--- src/rtl/window_row_sequencer.sv ---
// Column/row sequencer for the 5x5 sliding-window datapath: row-buffer select, rotation index, boundary strobes.
// Optional BORDER_MASK_EN: window_valid also masks the first four columns of each line.
module window_row_sequencer #(
    parameter int WIDTH  = 420,
    parameter int HEIGHT = 240,
    parameter int XW     = 9,
    parameter int YW     = 9
) (
    input  logic          clock,
    input  logic          reset,
    input  logic          validin,
    input  logic          sof,
    output logic [4:0]    asel,
    output logic [2:0]    hsel,
    output logic [XW-1:0] x_count,
    output logic [YW-1:0] y_count,
    output logic          line_end,
    output logic          frame_end,
    output logic          window_valid,
    output logic          err_sof
);

    typedef enum logic [1:0] {IDLE, PRIME, RUN} state_t;

    state_t        state_q, state_d;
    logic [4:0]    asel_q, asel_d;
    logic [2:0]    hsel_q, hsel_d;
    logic [XW-1:0] x_count_q, x_count_d;
    logic [YW-1:0] y_count_q, y_count_d;
    logic          line_end_q, line_end_d;
    logic          frame_end_q, frame_end_d;
    logic          window_valid_q, window_valid_d;
    logic          err_sof_q, err_sof_d;

    logic          x_last, y_last, asel_onehot;

    assign x_last      = (x_count_q == XW'(WIDTH - 1));
    assign y_last      = (y_count_q == YW'(HEIGHT - 1));
    assign asel_onehot = (asel_q != 5'b0) && ((asel_q & (asel_q - 5'd1)) == 5'b0);

    always_comb begin
        state_d        = state_q;
        asel_d         = asel_q;
        hsel_d         = hsel_q;
        x_count_d      = x_count_q;
        y_count_d      = y_count_q;
        line_end_d     = 1'b0;
        frame_end_d    = 1'b0;
        err_sof_d      = err_sof_q;
`ifdef BORDER_MASK_EN
        window_valid_d = validin && (state_q == RUN) && (x_count_q >= XW'(4));
`else
        window_valid_d = validin && (state_q == RUN);
`endif

        if (validin) begin
            if (sof) begin
                // sof always restarts at (0,0); mid-frame it also wins over any boundary
                if (state_q != IDLE)
                    err_sof_d = 1'b1;
                x_count_d = XW'(1);
                y_count_d = '0;
                asel_d    = 5'b00001;
                hsel_d    = 3'd0;
                state_d   = PRIME;
            end else if (state_q != IDLE) begin
                if (x_last) begin
                    x_count_d  = '0;
                    line_end_d = 1'b1;
                    asel_d     = asel_onehot ? {asel_q[3:0], asel_q[4]} : 5'b00001;
                    hsel_d     = (hsel_q == 3'd4) ? 3'd0 : hsel_q + 3'd1;
                    if (y_last) begin
                        y_count_d   = '0;
                        frame_end_d = 1'b1;
                        state_d     = IDLE;
                    end else begin
                        y_count_d = y_count_q + YW'(1);
                        if (state_q == PRIME && y_count_q == YW'(3))
                            state_d = RUN;
                    end
                end else begin
                    x_count_d = x_count_q + XW'(1);
                end
            end
        end
    end

    always_ff @(posedge clock) begin
        if (reset) begin
            state_q        <= IDLE;
            asel_q         <= 5'b00001;
            hsel_q         <= 3'd0;
            x_count_q      <= '0;
            y_count_q      <= '0;
            line_end_q     <= 1'b0;
            frame_end_q    <= 1'b0;
            window_valid_q <= 1'b0;
            err_sof_q      <= 1'b0;
        end else begin
            state_q        <= state_d;
            asel_q         <= asel_d;
            hsel_q         <= hsel_d;
            x_count_q      <= x_count_d;
            y_count_q      <= y_count_d;
            line_end_q     <= line_end_d;
            frame_end_q    <= frame_end_d;
            window_valid_q <= window_valid_d;
            err_sof_q      <= err_sof_d;
        end
    end

    assign asel         = asel_q;
    assign hsel         = hsel_q;
    assign x_count      = x_count_q;
    assign y_count      = y_count_q;
    assign line_end     = line_end_q;
    assign frame_end    = frame_end_q;
    assign window_valid = window_valid_q;
    assign err_sof      = err_sof_q;

endmodule

--- config.mk ---
export PLATFORM = sky130hd
export DESIGN_NAME = window_row_sequencer
export DESIGN_NICKNAME = d
export VERILOG_FILES = /design/src/rtl/window_row_sequencer.sv
export SDC_FILE = /design/constraint.sdc
export NUM_CORES = 1
export LEC_CHECK = 0
export CAP_MARGIN = 5
export CORE_MARGIN = 4
export CORE_UTILIZATION = 30
export DETAILED_ROUTE_END_ITERATION = 10
export GPL_ROUTABILITY_DRIVEN = 0
export PLACE_DENSITY = 0.64
export SYNTH_ARGS = -nofsm -noshare
export SYNTH_HDL_FRONTEND = slang
export SYNTH_SLANG_ARGS = --single-unit
--- constraint.sdc ---
create_clock -name clock -period 2.05 [get_ports clock]
set_input_delay 0.41 -clock clock [delete_from_list [all_inputs] [get_ports clock]]
set_output_delay 0.41 -clock clock [all_outputs]
set_load 0.01 [all_outputs]
==> results of run 1 <==
## routing by layer
metal / wire (µm) / vias up / part of all wire
li1: - / 760 / -
met1: 2130 / 657 / 0.54
met2: 1630 / 27 / 0.41
met3: 153 / 5 / 0.039
met4: 55 / 0 / 0.014
met5: 0 / - / 0
## through the flow
| stage | setup TNS [ns] | worst slack, ns | util | instances |
|---|---|---|---|---|
| global placement | -0.539 | -0.0941 | 0.442 | 294 |
| floorplan | 0 | 0.0710 | - | 172 |
| finish | 0 | 0.0891 | 0.469 | 302 |
| CTS | 0 | 0.000595 | 0.468 | 302 |
| detailed placement | -0.827 | -0.137 | 0.442 | 294 |
| global route | 0 | 0.00946 | 0.469 | 302 |
## worst max path at each step
stage	to
floorplan	y_count[7]$_SDFFE_PP0P_
global placement	asel[4]$_SDFFE_PP0P_
detailed placement	asel[1]$_SDFFE_PP0P_
CTS	asel[1]$_SDFFE_PP0P_
global route	y_count[6]$_SDFFE_PP0P_
finish	asel[1]$_SDFFE_PP0P_
## sequential cells by signal, indices dropped and copies added, names as in the netlist, 2 cells and up
name	flops
y_count	9
x_count	9
hsel	3
asel	5
state_q	2
## critical path: stages (launching register included)
cell and delay, ns:
dfxtp_1 0.31, or4b_4 0.55, or4b_4 0.59, buf_4 0.18, nor2_4 0.13, a22o_1 0.14
## cells in the final DEF (no fill, tap or decap), types with 2 or more instances in the layout
cell             instances
nor4b_1                  3
or4b_4                   2
ha_1                     4
a21oi_1                  8
nor3_1                   4
o21ai_0                  9
nand3_1                  6
nand2b_1                 3
a22o_1                   5
a31oi_1                  4
nand4_1                  3
buf_4                   27
o31ai_1                  7
xor2_1                   5
nand2_1                 13
dfxtp_1                 32
o21ai_1                  5
clkdlybuf4s50_1         33
inv_1                    2
nor2_1                  19
nor2b_1                  4
nor4_1                   2
o41ai_2                  2
clkbuf_8                 7
and3_1                   3
## power groups by stage
stage | Combinational (W) | Sequential [W] | Clock [W]
after detailed placement | 0.000113 | 0.000650 | 0
after global routing | 0.000126 | 0.000637 | 0.000708
after global placement | 0.000113 | 0.000650 | 0
after CTS | 0.000114 | 0.000636 | 0.000683
after floorplan | 0.0000464 | 0.000653 | 0
final | 0.000115 | 0.000636 | 0.000669
## cell type report
type | instances | area, µm² | share of cell area
well taps | 67 | 83.8 | 0.0371
multi-input cells | 131 | 846 | 0.374
clock buffers | 7 | 96.3 | 0.0426
inverters | 3 | 11.3 | 0.00498
clock inverters | 1 | 30.0 | 0.0133
flip-flops and latches | 32 | 641 | 0.283
repair buffers | 61 | 553 | 0.245
## repair_timing
action | in CTS | in global routing
gates resized for setup | 0 | 2
endpoints found under the setup margin | 0 | 8
buffers inserted | 0 | 0
## kinds of logic (layout without fill, tap and decap cells)
logic type,Yosys count,in the layout
buf+inv,9,72
fa+ha+maj,4,4
compound gates,48,48
flops,32,32
simple gates,72,72
xor+xnor,6,6
mux,1,1
==> summary.md, run 1 <==
| Metric | Value |
|---|---|
| Status | `complete, no violations` |
| Actual slew at the worst max-slew pin | `0.422 ns` |
| Tmin final | `1.96 ns` |
| Routed vias | `1449` |
| Hold slack | `0.474 ns` |
| Hold_buf cts | `0` |
| H-tree levels | `2` |
| M2 GR Usage | `0.189` |
| Max Clock Skew | `0.00687 ns` |
| Final setup vio count | `0` |
| FMAX | `510 MHz` |
| Yosys top cell by area | `dfxtp_1` |
| Gate power share | `0.081` |
| Drt via density | `4.80` |
| Post-synthesis compound-gate area fraction | `0.217` |
| Final hold vios | `0` |
| Post-DR wirelength/cell | `13.1 µm` |
| Post-synth EDFFs | `0` |
| Cell-internal power | `0.00112 W` |
| Final Cycle Share | `0.957` |
| Total power draw | `0.00142 W` |
| Drt drc | `0` |
| Worst Hold End | `err_sof$_SDFFE_PP0P_` |
| Synthesis-stage register bit count | `32` |
| Post-Route WL | `3.96 mm` |
| Layout cells sized above 1 | `0.187` |
| Worst IR Drop VDD | `411 µV` |
| Combinational family with the most area after synthesis | `simple AND/OR/NAND/NOR gates` |
| First-pass GRT wire length | `6.80 mm` |
| CTS root buf | `clkbuf_8` |
| Seq pwr share | `0.448` |
| Critical R2R Launch | `x_count[2]$_SDFFE_PP0P_` |
| Worst skew pair latency | `0.28 ns` |
| Switching pwr | `0.000303 W` |
| Filler cells | `495` |
| Simple-gate share of the synthesized area | `0.260` |
| Clock Power Share | `0.471` |
| # port buffers | `33` |
| Cell count after synthesis | `172` |
| Tightest Hold Check Type | `flop to flop` |
| Async SR Flop Fraction | `0` |
| 1st-iter DRT viols | `87` |
| Reg2Reg Setup Slack | `0.09 ns` |
| Final #Nets | `242` |
| Post-synth net total | `180` |
| Synth area leaders | `dfxtp_1 (42%), nor2_1 (4.7%), o31ai_1 (3.5%), ha_1 (3.3%), nand2_1 (3.2%)` |
| Crit Path Category | `flop to flop` |
| GR Util met3 | `0.0306` |
| Leakage power | `0.855 nW` |
| Cell Rows | `25` |
| XOR/XNOR Fraction of Synth Area | `0.0346` |
| Pin count of the biggest net entering global routing | `16` |
| Power Density | `628 mW/mm²` |
| Post-synth top area share | `0.422` |
| Design area | `0.00226 mm²` |
| CP arrival | `2.19 ns` |
| Clock Path Buffers | `2` |
| Slew Limit Fails | `0` |
| Initial Util | `0.315` |
| RSZ-0062 raised after global routing | `no` |
| Max-cap viol count | `0` |
| CTS Sinks | `32` |
| Crit-path max FO | `5` |
| Vias in the first global route | `1424` |
| Ys flop type | `dfxtp_1` |
| Post-Syn Area per Cell | `8.83 µm²` |
| Register area share after synthesis | `0.422` |
| Crit end category | `flop` |
| Diode count | `0` |
| Reg clk slew, reported paths | `0.07 ns` |
| Chip Height | `79.2 µm` |
| Die area | `0.00627 mm²` |
| Detail Placement HPWL | `2.89 mm` |
| Initial antenna violation count | `0` |
| CTS tree | `yes` |
| Pre-Repair DR Iteration Count | `4` |
| Syn. warnings | `0` |
| Critical Path Start Type | `flop` |
| Mux share of post-synthesis cell area | `0.00659` |
| Boundary pin count | `34` |
| Unique masters post-synth | `45` |
| Hold_sp | `err_sof$_SDFFE_PP0P_` |
| Critical Path RT | `2.28 ns` |
| R2R cell count | `5` |
| DRT antenna net count | `0` |
| Gr busiest metal | `met1` |
| Cell Area, Synth | `0.00152 mm²` |
| Max-slew headroom | `0.715` |
| Critical Path Source | `x_count[2]$_SDFFE_PP0P_` |
| CTS Buf Count | `5` |
| Core ar. | `0.00482 mm²` |
| Sw Ratio | `0.214` |
| Area of placed instances | `0.00213 mm²` |
| Grt ovf | `0` |
| R2r endpoint | `asel[1]$_SDFFE_PP0P_` |
| Synth Area in Adders | `0.0329` |
| Top cells by count, synth | `dfxtp_1 (32), nor2_1 (19), nand2_1 (13), o21ai_0 (9), a21oi_1 (8)` |
| Die width | `79.2 µm` |
| Worst hold path stage count | `2` |
| Met1 Use GR | `0.201` |
| Gr usage total | `0.137` |
| Area Growth Syn to Fin | `48.8%` |
| Most common cell in the netlist | `dfxtp_1` |
Power figures use the tool's default switching activity.
==> run 2: changes to the inputs <==
- CORE_UTILIZATION: 30 -> 44
- PLACE_DENSITY: 0.64 -> 0.75
==> run 2 against run 1 <==
- hold slack improved by 0.029 ns
- first-iteration DRC count decreased by 16%
- sequential cell count unchanged
- global-route usage increased by 6.8 points
- critical path depth is 1 higher
- final cell count down 7.3%
- design area is 3.2% lower
- total power down 21%
- worst setup slack improved by 0.0055 ns
- non-clock buffer count shrank 1
- sequential power about the same
==> summary.md, run 2 (synthesis results as in run 1) <==
| Metric | Value |
|---|---|
| Multi-input gate area | `875 µm² (+3.4%)` |
| Seq pwr share | `0.567 (+0.119)` |
| Area of placed instances | `0.00209 mm² (-1.9%)` |
| Worst hold path stage count | `1 (-1)` |
| Tmin final | `1.96 ns (-0.00546 ns)` |
| Status | `complete, no violations` |
| Sw Ratio | `0.238 (+0.0247)` |
| Diode count | `0 (unchanged)` |
| R2R cell count | `6 (+1)` |
| Most common cell on crit path | `or4b_4` |
| CTS root buf | `clkbuf_4` |
| Routed vias | `1556 (+7.4%)` |
| Final worst slack | `0.0946 ns (+0.00546 ns)` |
| Actual slew at the worst max-slew pin | `0.388 ns (-0.0341 ns)` |
| Critical Path RT | `2.29 ns (about the same)` |
| Chip Height | `66.8 µm (-16%)` |
| Core ar. | `0.00334 mm² (-31%)` |
| Worst skew pair latency | `0.34 ns (+0.06 ns)` |
| Layout cells sized above 1 | `0.188 (+0.000800)` |
| Commonest non-fill, non-tap cell in the layout | `clkdlybuf4s50_1` |
| Tightest Hold Check Type | `flop to flop` |
| Pre-Repair DR Iteration Count | `4 (unchanged)` |
| Vias in the first global route | `1472 (+3.4%)` |
| Pin count of the biggest net entering global routing | `16 (unchanged)` |
| Final hold vios | `0 (unchanged)` |
| Placed cells | `271 (-7.8%)` |
| Cell-internal power | `0.000856 W (-23%)` |
| FMAX | `511 MHz (+0.28%)` |
| Filler cells | `267 (-46%)` |
| Leakage power | `0.846 nW (-0.99%)` |
| Worst path slowest cell | `or4b_4` |
| Design area | `0.00219 mm² (-3.2%)` |
| Final setup vio count | `0 (unchanged)` |
| Clock Path Buffers | `2 (unchanged)` |
| CP arrival | `2.20 ns (about the same)` |
| Hold_sp | `x_count[8]$_SDFFE_PP0P_` |
| Max Clock Skew | `0.00496 ns (-0.00190 ns)` |
| Area Growth Syn to Fin | `44.2%` |
| Initial Util | `0.455 (+0.140)` |
| R2r endpoint | `y_count[8]$_SDFFE_PP0P_` |
| Reg2Reg Setup Slack | `0.09 ns (about the same)` |
| Crit-path leading delay family | `simple AND/OR/NAND/NOR gates` |
| Finished Layout Cells | `280 (-7.3%)` |
| Cell Rows | `21 (-16%)` |
| Crit-path max FO | `4 (-1)` |
| Storage cell area | `642 µm² (+0.20%)` |
| Drt drc | `0 (unchanged)` |
| Drt via density | `5.56 (+16%)` |
| Die area | `0.00446 mm² (-29%)` |
| Final Cycle Share | `0.954 (-0.00266)` |
| DRT antenna net count | `0 (unchanged)` |
| Critical Path Source | `x_count[2]$_SDFFE_PP0P_` |
| Boundary pin count | `34 (unchanged)` |
| Die width | `66.8 µm (-16%)` |
| Worst Hold End | `x_count[8]$_SDFFE_PP0P_` |
| RSZ-0062 raised after global routing | `no` |
| CTS Buf Count | `5 (unchanged)` |
| 1st-iter DRT viols | `73 (-16%)` |
| Initial antenna violation count | `0 (unchanged)` |
| Gate power share | `0.103 (+0.022)` |
| Power Density | `513 mW/mm² (-18%)` |
| Max-slew headroom | `0.739 (+0.0236)` |
| CTS tree | `yes` |
| H-tree levels | `2 (unchanged)` |
| Post-DR wirelength/cell | `14.8 µm (+13%)` |
| Critical Path Start Type | `flop` |
| Gr usage total | `0.205 (+0.0685)` |
| Grt ovf | `0 (unchanged)` |
| Slew Limit Fails | `0 (unchanged)` |
| Clock Power Share | `0.330 (-0.141)` |
| Detail Placement HPWL | `3.04 mm (+5.2%)` |
| Final #Nets | `241 (-0.41%)` |
| Switching pwr | `0.000268 W (-12%)` |
| WP buf/inv | `1 (unchanged)` |
| DP Worst Slack | `-0.159 ns (-0.0225 ns)` |
| Worst IR Drop VDD | `371 µV (-9.7%)` |
| Worst path cell trace | `or4b_4 > or4b_4 > buf_4 > nor2_2 > o21ai_2 > o41ai_4` |
| # port buffers | `33 (unchanged)` |
| CTS Sinks | `32 (unchanged)` |
| Max-cap viol count | `0 (unchanged)` |
| Crit Path Category | `flop to flop` |
| First-pass GRT wire length | `6.78 mm (-0.21%)` |
| Critical R2R Launch | `x_count[2]$_SDFFE_PP0P_` |
| Post-Route WL | `4.15 mm (+4.8%)` |
| Max stage delay on crit path | `0.56 ns (-0.03 ns)` |
| Crit end category | `flop` |
| Reg clk slew, reported paths | `0.09 ns (+0.02 ns)` |
| Most frequent cells in the layout | `clkdlybuf4s50_1 (33), dfxtp_1 (31), buf_4 (26)` |
| Hold_buf cts | `0 (unchanged)` |
==> run 2: changes by cell type in the layout (fill, tap and decap cells not counted), sizes merged <==
cell    previous run  this run
buf               28        27
bufinv             1         0
clkbuf             7         8
==> run 2: what timing repair did <==
item / 4_1_cts / 5_1_grt
setup buffers: 0 / 1
pin swaps: 0 / 2
endpoints found under the setup margin: 1 / 5
hold endpoints to repair: 0 / 0
resized for setup: 1 / 6
==> run 2: how the worst max path moves through the flow <==
stage,end,slack (ns),cells past startpoint
floorplan,y_count[7]$_SDFFE_PP0P_,0.07,6
global placement,y_count[8]$_SDFFE_PP0P_,-0.05,5
detailed placement,y_count[8]$_SDFFE_PP0P_,-0.16,5
CTS,y_count[8]$_SDFFE_PP0P_,0.03,4
global route,y_count[8]$_SDFFE_PP0P_,0.02,6
finish,y_count[8]$_SDFFE_PP0P_,0.09,6
==> run 2: layout make-up <==
| cell class | count | share of cell area |
|---|---|---|
| timing repair buffer | 60 | 0.249 |
| clock buffer | 8 | 0.0269 |
| tap | 46 | 0.0263 |
| sequential | 32 | 0.293 |
| multi-input combinational | 131 | 0.399 |
| inverter | 3 | 0.00514 |
==> run 2: metal layers <==
metal / GRT usage / share of wire
met3: 0.0641 / 0.056
met2: 0.363 / 0.51
met5: 0 / 0
met4: 0.0838 / 0.016
met1: 0.225 / 0.42
==> run 2: through the flow <==
stage	hold WS [ns]	setup TNS [ns]	util	power, W
floorplan	0.488	0	-	0.000699
global placement	0.456	-0.0938	0.625	0.000758
detailed placement	0.478	-0.647	0.625	0.000763
CTS	0.501	0	0.644	0.00113
global route	0.540	0	0.656	0.00118
finish	0.503	0	0.656	0.00112
==> run 2: power by group through the flow <==
stage	logic (W)	registers, W	clock network, W
final	0.000116	0.000637	0.000371
after global routing	0.000126	0.000638	0.000412
after CTS	0.000113	0.000637	0.000379
after detailed placement	0.000112	0.000651	0
after global placement	0.000108	0.000650	0
after floorplan	0.0000464	0.000653	0
